--- src/rtl/clmul_pkg.sv ---
// -----------------------------------------------------------------------------
// clmul_pkg
// Shared definitions for the Karatsuba carry-less partial-product generator.
//   HALF_W_DEF : default half-operand width
//   FULL_W     : width of one half-by-half carry-less product (2*HALF_W_DEF-1)
//   state_t    : control FSM states
//   half_t     : one half-operand word at the default width
//   prod_t     : one partial product word at the default width
// Optional build macro: CLMUL_ZERO_SKIP_EN (see clmul_kara_pp).
// -----------------------------------------------------------------------------
package clmul_pkg;

  localparam int HALF_W_DEF = 16;
  localparam int FULL_W     = 2 * HALF_W_DEF - 1;

  typedef enum logic [1:0] {
    IDLE = 2'd0,
    BUSY = 2'd1,
    DONE = 2'd2
  } state_t;

  typedef logic [HALF_W_DEF-1:0] half_t;
  typedef logic [FULL_W-1:0]     prod_t;

endpackage

--- src/rtl/clmul_serial_core.sv ---
// -----------------------------------------------------------------------------
// clmul_serial_core
// One shift-and-XOR carry-less multiply engine. It consumes BPC multiplier
// bits per step, LSB first.
//   clk, rst   : clock, asynchronous active-high reset
//   load       : capture mcand_in (zero-extended) and mult_in, clear acc
//   step       : perform one BPC-bit step
//   mcand_in   : multiplicand, HALF_W bits
//   mult_in    : multiplier, HALF_W bits
//   mult_zero  : multiplier shift register is all zero
//                (present only with CLMUL_ZERO_SKIP_EN)
//   acc        : accumulated product, 2*HALF_W-1 bits
// Optional build macro: CLMUL_ZERO_SKIP_EN adds the mult_zero flag.
// -----------------------------------------------------------------------------
module clmul_serial_core
  import clmul_pkg::*;
#(
  parameter int HALF_W = HALF_W_DEF,
  parameter int BPC    = 1
) (
  input  logic                  clk,
  input  logic                  rst,
  input  logic                  load,
  input  logic                  step,
  input  logic [HALF_W-1:0]     mcand_in,
  input  logic [HALF_W-1:0]     mult_in,
`ifdef CLMUL_ZERO_SKIP_EN
  output logic                  mult_zero,
`endif
  output logic [2*HALF_W-2:0]   acc
);

  localparam int PROD_W = 2 * HALF_W - 1;

  logic [PROD_W-1:0] mcand_reg;
  logic [PROD_W-1:0] acc_reg;
  logic [HALF_W-1:0] mult_reg;

  // XOR chain across the BPC bits handled in one step; bit k of the
  // multiplier selects the multiplicand shifted left by k.
  logic [PROD_W-1:0] acc_chain [BPC+1];

  assign acc_chain[0] = acc_reg;

  genvar gi;
  generate
    for (gi = 0; gi < BPC; gi++) begin : g_bit
      assign acc_chain[gi+1] = mult_reg[gi] ? (acc_chain[gi] ^ (mcand_reg << gi))
                                            : acc_chain[gi];
    end
  endgenerate

  // The multiplicand never reaches beyond bit 2*HALF_W-2 while a step still
  // uses it, so the product width needs no guard bits. The final post-step
  // shift may push bits out, but that value is never consumed.
  always_ff @(posedge clk or posedge rst) begin
    if (rst) begin
      mcand_reg <= '0;
      mult_reg  <= '0;
      acc_reg   <= '0;
    end else if (load) begin
      mcand_reg <= PROD_W'(mcand_in);
      mult_reg  <= mult_in;
      acc_reg   <= '0;
    end else if (step) begin
      acc_reg   <= acc_chain[BPC];
      mcand_reg <= mcand_reg << BPC;
      mult_reg  <= mult_reg >> BPC;
    end
  end

  assign acc = acc_reg;

`ifdef CLMUL_ZERO_SKIP_EN
  assign mult_zero = (mult_reg == '0);
`endif

endmodule

--- src/rtl/clmul_kara_pp.sv ---
// -----------------------------------------------------------------------------
// clmul_kara_pp
// Multicycle Karatsuba partial-product generator for a 2*HALF_W x 2*HALF_W
// carry-less multiplier. Produces
//   z0 = clmul(a_lo, b_lo), z1 = clmul(a_lo^a_hi, b_lo^b_hi), z2 = clmul(a_hi, b_hi)
// using three serial engines that run in lock-step.
//   clk, rst   : clock, asynchronous active-high reset
//   in_valid   : operand pair valid       in_ready  : block can accept
//   a, b       : operands, 2*HALF_W bits
//   out_valid  : z0/z1/z2 valid          out_ready : downstream accepts
//   z0, z1, z2 : partial products, 2*HALF_W-1 bits, held while out_ready=0
// Latency from the accept edge to out_valid is HALF_W/BPC edges.
// Optional build macro: CLMUL_ZERO_SKIP_EN -- leave BUSY early (or skip it
// entirely) once every multiplier shift register is zero; results unchanged.
// BPC must divide HALF_W.
// -----------------------------------------------------------------------------
module clmul_kara_pp
  import clmul_pkg::*;
#(
  parameter int HALF_W = HALF_W_DEF,
  parameter int BPC    = 1
) (
  input  logic                  clk,
  input  logic                  rst,
  input  logic                  in_valid,
  output logic                  in_ready,
  input  logic [2*HALF_W-1:0]   a,
  input  logic [2*HALF_W-1:0]   b,
  output logic                  out_valid,
  input  logic                  out_ready,
  output logic [2*HALF_W-2:0]   z0,
  output logic [2*HALF_W-2:0]   z1,
  output logic [2*HALF_W-2:0]   z2
);

  localparam int PROD_W = 2 * HALF_W - 1;
  localparam int STEPS  = HALF_W / BPC;
  localparam int CNT_W  = (STEPS > 1) ? $clog2(STEPS) : 1;
  localparam logic [CNT_W-1:0] LAST_STEP = CNT_W'(STEPS - 1);

  state_t            state_reg, state_next;
  logic [CNT_W-1:0]  counter_reg, counter_next;
  logic              load, step;

  logic [HALF_W-1:0] a_lo, a_hi, b_lo, b_hi;
  logic [HALF_W-1:0] mcand_load [3];
  logic [HALF_W-1:0] mult_load  [3];
  logic [PROD_W-1:0] acc        [3];

  assign a_lo = a[HALF_W-1:0];
  assign a_hi = a[2*HALF_W-1:HALF_W];
  assign b_lo = b[HALF_W-1:0];
  assign b_hi = b[2*HALF_W-1:HALF_W];

  // Engine order: 0 -> z0 (low halves), 1 -> z1 (folded halves), 2 -> z2 (high)
  assign mcand_load[0] = a_lo;
  assign mcand_load[1] = a_lo ^ a_hi;
  assign mcand_load[2] = a_hi;
  assign mult_load[0]  = b_lo;
  assign mult_load[1]  = b_lo ^ b_hi;
  assign mult_load[2]  = b_hi;

`ifdef CLMUL_ZERO_SKIP_EN
  logic [2:0] mult_zero;
  logic       load_zero;

  // b_lo and b_hi both zero implies the folded multiplier is zero too.
  assign load_zero = (b_lo == '0) && (b_hi == '0);
`endif

  genvar gi;
  generate
    for (gi = 0; gi < 3; gi++) begin : g_eng
      clmul_serial_core #(
        .HALF_W (HALF_W),
        .BPC    (BPC)
      ) u_core (
        .clk       (clk),
        .rst       (rst),
        .load      (load),
        .step      (step),
        .mcand_in  (mcand_load[gi]),
        .mult_in   (mult_load[gi]),
`ifdef CLMUL_ZERO_SKIP_EN
        .mult_zero (mult_zero[gi]),
`endif
        .acc       (acc[gi])
      );
    end
  endgenerate

  always_ff @(posedge clk or posedge rst) begin
    if (rst) begin
      state_reg   <= IDLE;
      counter_reg <= '0;
    end else begin
      state_reg   <= state_next;
      counter_reg <= counter_next;
    end
  end

  always_comb begin
    state_next   = state_reg;
    counter_next = counter_reg;
    load         = 1'b0;
    step         = 1'b0;
    in_ready     = 1'b0;
    out_valid    = 1'b0;

    unique case (state_reg)
      IDLE: begin
        in_ready = 1'b1;
        if (in_valid) begin
          load         = 1'b1;
          counter_next = '0;
          state_next   = BUSY;
`ifdef CLMUL_ZERO_SKIP_EN
          if (load_zero) state_next = DONE;
`endif
        end
      end

      BUSY: begin
`ifdef CLMUL_ZERO_SKIP_EN
        // Nothing left to accumulate: remaining steps would be no-ops.
        if (&mult_zero) begin
          counter_next = '0;
          state_next   = DONE;
        end else
`endif
        begin
          step = 1'b1;
          if (counter_reg == LAST_STEP) begin
            counter_next = '0;
            state_next   = DONE;
          end else begin
            counter_next = counter_reg + 1'b1;
          end
        end
      end

      DONE: begin
        // No acceptance here even if out_ready is high: IDLE comes first.
        out_valid = 1'b1;
        if (out_ready) state_next = IDLE;
      end

      default: begin
        state_next   = IDLE;
        counter_next = '0;
      end
    endcase
  end

  assign z0 = acc[0];
  assign z1 = acc[1];
  assign z2 = acc[2];

endmodule
--- config.mk ---
export PLATFORM = sky130hd
export DESIGN_NAME = clmul_kara_pp
export DESIGN_NICKNAME = d
export VERILOG_FILES = /design/src/rtl/clmul_pkg.sv /design/src/rtl/clmul_serial_core.sv /design/src/rtl/clmul_kara_pp.sv
export SDC_FILE = /design/constraint.sdc
export NUM_CORES = 1
export LEC_CHECK = 0
export BUFFER_PORTS_ARGS = -buffer_cell sky130_fd_sc_hd__buf_4
export CAP_MARGIN = 20
export CORE_MARGIN = 4
export CORE_UTILIZATION = 45
export CTS_CLUSTER_SIZE = 24
export DETAILED_ROUTE_END_ITERATION = 8
export SETUP_SLACK_MARGIN = 0.1
export SLEW_MARGIN = 20
export SYNTH_ARGS = -nofsm -noshare
export SYNTH_HDL_FRONTEND = slang
export SYNTH_HIERARCHICAL = 1
export SYNTH_SLANG_ARGS = --single-unit
export TNS_END_PERCENT = 5
--- constraint.sdc ---
create_clock -name clk -period 3.65 [get_ports clk]
set_clock_uncertainty 0.15 [all_clocks]
set_input_delay 0.365 -clock clk [delete_from_list [all_inputs] [get_ports clk]]
set_output_delay 0.365 -clock clk [all_outputs]
set_load 0.02 [all_outputs]
==> results.cfg, run 1 <==
[status]
status = finished clean

[synth]
syn_nets = 1202
ys_ff_latch = 240
synth_top_cell_by_area = dfrtp_1
synth_edf_count = 0
synthCells = 1133
synthDistinctLibCells = 30
synthFlopType = dfrtp_1
async_reset_ff_share_pct = 100
syn_avg_cell_area_sq_um = 10.8
yosysSeqAreaShare_pct = 49.0
synth_top_area_share_pct = 49.0
yosys_warnings = 6
synth.area.top_cells = dfrtp_1 49%, mux2i_1 11%, mux2_4 11%
syn_area_sq_um = 12300

[critical_path]
cp.required_ns = 3.91
cp-end-kind = flop
path_buf_inv = 2
slowest_delay_ns = 0.46
worstPathArrival_ns = 2.63
crit_chain = nand2b_2 -> inv_8 -> buf_4 -> nand3_1 -> mux2_4
crit_path_start_kind = flop
crit_fanout = 77
path_class = flop to flop
slowest_stage = inv_8
critical_path.top_delay_family = buffers and inverters

[cts]
worstSkewPairLatency_ns = 0.53
clock-root-buffer = clkbuf_16
cts_made_buffers = 28
cts_tree = yes
hold_buffers = 66
cts_resized = 0
clk_pin_slew_ns = 0.06
post-cts-setup-buffers = 0
cts_num_sinks = 240
clock_path_buffers = 3
cts.htree.levels = 1

[power]
irDropWorstVdd_uv = 428
cellPowerDensity_nw_per_um2 = 804
leakage_nw = 7.36

[sta]
fmax_mhz = 421
fin_ws_ns = 1.28
period_minus_slack_ns = 2.37
maxSlewHeadroom_pct = 36.3
worstMarginPinSlew_ns = 0.955
finalHoldViolations = 0
tns_ns = 0
setup_viol = 0
fin_crit_sh_pct = 65.1
rsz0062_at_grt = false
slew_viol_final = 0

[drt]
wl_per_cell_um = 16.7
firstDrtPassIters = 4
post-route-drc-count = 0
initialDrtViolationCount = 581
num_vias = 8551
drtAntennaViolNets = 0
vias_per_cell = 5.05
drt_wl_total_um = 28300

[grt]
grt_max_degree = 130
grt_usage_pct = 18.7
antenna_found_initial = 2
overflow = 0
grt_pass1_wl_um = 46800
grt_pass1_vias = 8634

[floorplanning]
io_pins = 163
die-area_sq_um = 30000
fp-row-count = 60
die_w_um = 173
fp.dieH_um = 173
start_util_pct = 45.6
core_sq_um = 26900

[layout]
num-fill-cells = 2348
final_core_util_pct = 56.4
design_area_sq_um = 15200
drive_gt1_share_pct = 24.9
final-seq-area_sq_um = 6010
syn2layout_area_growth_pct = 23.7
num-nets-final = 1399
multi_input_area_sq_um = 5620

[place]
postPlaceCellArea_sq_um = 13500
pre_cts_slack_ns = 1.33
dp_hpwl_um = 18700
gp_congestion = 0.774
port_buffers = 162

[min_path]
min_path_type = input pin to flop

[run]
maxCapViolCount = 0
## worst min-delay path, cell delays in order
cell      delay [ns]
buf_4           0.09
nand2b_1        0.08
nand2_1         0.07
o21ai_0         0.06
## metrics by stage
step           cells  power, mW  hold WS (ns)
2_1_floorplan   1133       8.20       0.00596
3_3_place_gp    1575       9.22         0.219
3_5_place_dp    1575       9.36         0.205
4_1_cts         1692       12.3       0.00671
5_1_grt         1694       13.1        0.0378
6_report        1694       12.2        0.0265
## cell type report
| cell class | count | share of cell area, % |
|---|---|---|
| antenna | 2 | 0.0330 |
| clock buffer | 46 | 5.80 |
| clock inverter | 5 | 0.520 |
| inverter | 6 | 0.223 |
| multi-input combinational | 803 | 37.1 |
| sequential | 240 | 39.6 |
| tap | 341 | 2.81 |
| timing repair buffer | 251 | 13.9 |
## routing by layer
layer	global-route usage, %	wire, um	up-vias
met5	0	0	-
met4	4.49	546	0
met3	3.69	1310	38
met2	30.0	13300	165
met1	26.3	13100	4162
li1	-	-	4186
## where the power goes
group | internal (mW) | leakage, nW | switching, mW | total [mW]
logic | 2.31 | 3.73 | 2.55 | 4.86
clock network | 1.78 | 0.472 | 1.08 | 2.86
registers | 3.63 | 3.16 | 0.843 | 4.47
## cell usage after synthesis (21+ instances only)
master,n
mux2_4,87
xor2_1,32
nand3_1,88
nor2b_1,94
mux2i_1,135
nand2_1,99
dfrtp_1,240
buf_6,24
buf_2,33
nor2_1,139
o21ai_0,85
buf_4,21
## cell usage in the layout, fill, tap and decap left out
cell and count:
or2_2 1, dfrtp_2 1, clkinv_2 5, mux2_4 87, nor2b_1 94, inv_8 1
nand3_2 6, nand2b_1 7, and2_4 1, dlygate4sd3_1 66, clkbuf_8 9, buf_4 180
ha_1 1, clkbuf_16 29, inv_1 2, nand3_1 88, buf_12 5, o21ai_0 85
diode_2 2, o21ai_1 12, o22ai_1 1, and2b_1 1, inv_6 1, o2bb2ai_1 1
xnor2_1 1, a31oi_1 1, bufinv_16 2, nand2b_2 1, nand2_1 99, a221o_1 1
clkbuf_1 8, nor3_1 1, and2_0 1, nor2_1 139, xor2_1 32, dfrtp_1 239
mux2i_1 135, mux2_2 7
## path summary, 6_finish.rpt
kind                                                      startpoint                                         to  slack, ns  cells past startpoint
min reg2reg                g_eng[0].u_core/mcand_reg[20]$_DFFE_PP0P_  g_eng[0].u_core/mcand_reg[20]$_DFFE_PP0P_       0.40                      2
max in group asynchronous                                        rst        g_eng[0].u_core/acc[17]$_DFFE_PP0P_       2.10                      4
max reg2reg                                 state_reg[1]$_DFFE_PP0P_        g_eng[1].u_core/acc[22]$_DFFE_PP0P_       1.28                      5
min                                                         in_valid                 counter_reg[1]$_DFFE_PP0P_       0.03                      4
min in group asynchronous                                        rst                 counter_reg[1]$_DFFE_PP0P_       0.21                      3
max                                         state_reg[1]$_DFFE_PP0P_        g_eng[1].u_core/acc[22]$_DFFE_PP0P_       1.28                      5
## cells by family (layout without fill, tap and decap cells)
| kind of cell | after synthesis | in the layout | synth area share [%] |
|---|---|---|---|
| multiplexers | 229 | 229 | 22.3 |
| adder cells (fa/ha/maj) | 1 | 1 | 0.102 |
| XOR/XNOR | 33 | 33 | 2.36 |
| other | 0 | 2 | 0 |
| AND/OR/NAND/NOR | 439 | 439 | 16.8 |
| AO/OA/AOI/OAI | 101 | 101 | 4.21 |
| buffers and inverters | 90 | 308 | 5.20 |
| flip-flops | 240 | 240 | 49.0 |
Power figures use the tool's default switching activity.
==> inputs of run 2 (changes only) <==
==> constraint.sdc (replaced) <==
create_clock -name clk -period 2.5 [get_ports clk]
set_clock_uncertainty 0.15 [all_clocks]
set_input_delay 0.25 -clock clk [delete_from_list [all_inputs] [get_ports clk]]
set_output_delay 0.25 -clock clk [all_outputs]
set_load 0.02 [all_outputs]
==> results.cfg, run 2 (synthesized netlist as in run 1, its figures left out) <==
[drt]
wl_per_cell_um = 16.4
num_vias = 8669
initialDrtViolationCount = 456
post-route-drc-count = 0
firstDrtPassIters = 6
drt_wl_total_um = 28000
drtAntennaViolNets = 0
vias_per_cell = 5.08

[layout]
final_cell_mix = 240 x dfrtp_1, 187 x buf_4, 139 x nor2_1
num-nets-final = 1413
num-fill-cells = 2301
design_area_sq_um = 15300
multi_input_area_sq_um = 5620
drive_gt1_share_pct = 25.4
final_common_cell = dfrtp_1
final-seq-area_sq_um = 6010
syn2layout_area_growth_pct = 24.8

[power]
switching_power_mw = 6.56
cellPowerDensity_nw_per_um2 = 1170
leakage_nw = 7.44
irDropWorstVdd_uv = 529
comb_power_share_pct = 41.6
p_seq_share_pct = 35.8
sw_frac_of_total_pct = 36.7
p_int_mw = 11.3
p_clk_share_pct = 22.6

[run]
maxCapViolCount = 0

[sta]
fmax_mhz = 502
rsz0062_at_grt = false
maxSlewHeadroom_pct = 60.8
tns_ns = 0
setup_viol = 0
worstMarginPinSlew_ns = 0.587
slew_viol_final = 0
finalHoldViolations = 0
period_minus_slack_ns = 1.99
fin_crit_sh_pct = 79.7

[grt]
grt_usage_pct = 18.8
grt_pass1_vias = 8982
antenna_found_initial = 1
grt_pass1_wl_um = 47300
overflow = 0
grt_max_degree = 102

[place]
port_buffers = 162
dp_hpwl_um = 19100
postPlaceCellArea_sq_um = 13700
gp_congestion = 0.787

[critical_path]
crit_fanout = 47
crit_chain = nand2b_2 -> inv_8 -> buf_12 -> nand3_1 -> mux2_4
reg2reg_from = state_reg[1]$_DFFE_PP0P_
slowest_stage = dfrtp_1
cp-end-kind = flop
cp.required_ns = 2.76
slowest_delay_ns = 0.39
crit_start = state_reg[1]$_DFFE_PP0P_
worst-r2r-setup-slack_ns = 0.51
path_class = flop to flop
crit_path_start_kind = flop
worstPathArrival_ns = 2.25

[cts]
cts.htree.levels = 1
clk_pin_slew_ns = 0.06
cts_resized = 0
cts_tree = yes
worstSkewPairLatency_ns = 0.54
cts_made_buffers = 28
cts_num_sinks = 240
clock_path_buffers = 3
clock-root-buffer = clkbuf_16

[floorplanning]
die-area_sq_um = 30000
die_w_um = 173
core_sq_um = 26900
io_pins = 163
start_util_pct = 45.6
fp-row-count = 60
fp.dieH_um = 173

[status]
status = finished clean

[min_path]
min_path_type = input pin to async pin
run 2: cell count changes in the layout (fill, tap and decap cells not counted):
cell / delta
buf_12: +6
buf_4: +7
clkbuf_1: +1
clkbuf_8: -4
clkinv_2: +2
dfrtp_1: +1
dfrtp_2: -1
diode_2: -1
dlygate4sd3_1: +1
run 2: final cells by class:
cell class                 instances  area share [%]
antenna                            1          0.0164
clock buffer                      43            5.41
clock inverter                     7           0.580
inverter                           6           0.221
multi-input combinational        803            36.7
sequential                       240            39.2
tap                              341            2.79
timing repair buffer             265            15.0
run 2: worst paths after layout:
kind,to,depth (start not counted)
setup / recovery,g_eng[2].u_core/acc[19]$_DFFE_PP0P_,5
hold / removal,counter_reg[2]$_DFFE_PP0P_,3
setup reg to reg,g_eng[2].u_core/acc[19]$_DFFE_PP0P_,5
hold reg to reg,g_eng[0].u_core/mcand_reg[27]$_DFFE_PP0P_,2
max in group asynchronous,g_eng[2].u_core/mcand_reg[19]$_DFFE_PP0P_,4
min in group clk,g_eng[2].u_core/mult_reg[13]$_DFFE_PP0P_,4
run 2: layer usage:
metal	GRT usage, %	up-vias	routed length (um)
met5	0	-	0
met4	4.06	0	430
met3	2.78	36	1170
met2	31.5	169	13500
met1	26.2	4235	12900
li1	-	4229	-
run 2: timing repair:
item | in CTS | in global routing
hold endpoints to repair | 241 | 0
hold buffers | 67 | 0
setup buffers | 0 | 0
run 2: power groups by stage:
stage	combinational [mW]	sequential, mW	clock (mW)
2_1_floorplan	5.30	6.68	0
3_3_place_gp	7.26	6.41	0
3_5_place_dp	7.44	6.43	0
4_1_cts	7.52	6.41	4.18
5_1_grt	8.23	6.61	4.34
6_report	7.44	6.40	4.05
run 2: critical path: cells and delay by family, from the launching register on:
family	cells	cell delay [ns]
flops	1	0.39
buf+inv	2	0.60
simple gates	2	0.38
mux	1	0.31
run 2: metrics by stage:
step | hold slack, ns | worst slack [ns] | cells | util [%] | total power, mW
final | 0.0966 | 0.506 | 1706 | 56.9 | 17.9
after global placement | 0.0827 | 0.508 | 1588 | 51.0 | 13.7
after detailed placement | 0.0857 | 0.503 | 1588 | 51.0 | 13.9
after floorplan | -0.109 | 0.105 | 1133 | - | 12.0
after global routing | 0.111 | 0.369 | 1706 | 56.9 | 19.2
after CTS | 0.0778 | 0.492 | 1705 | 56.9 | 18.1
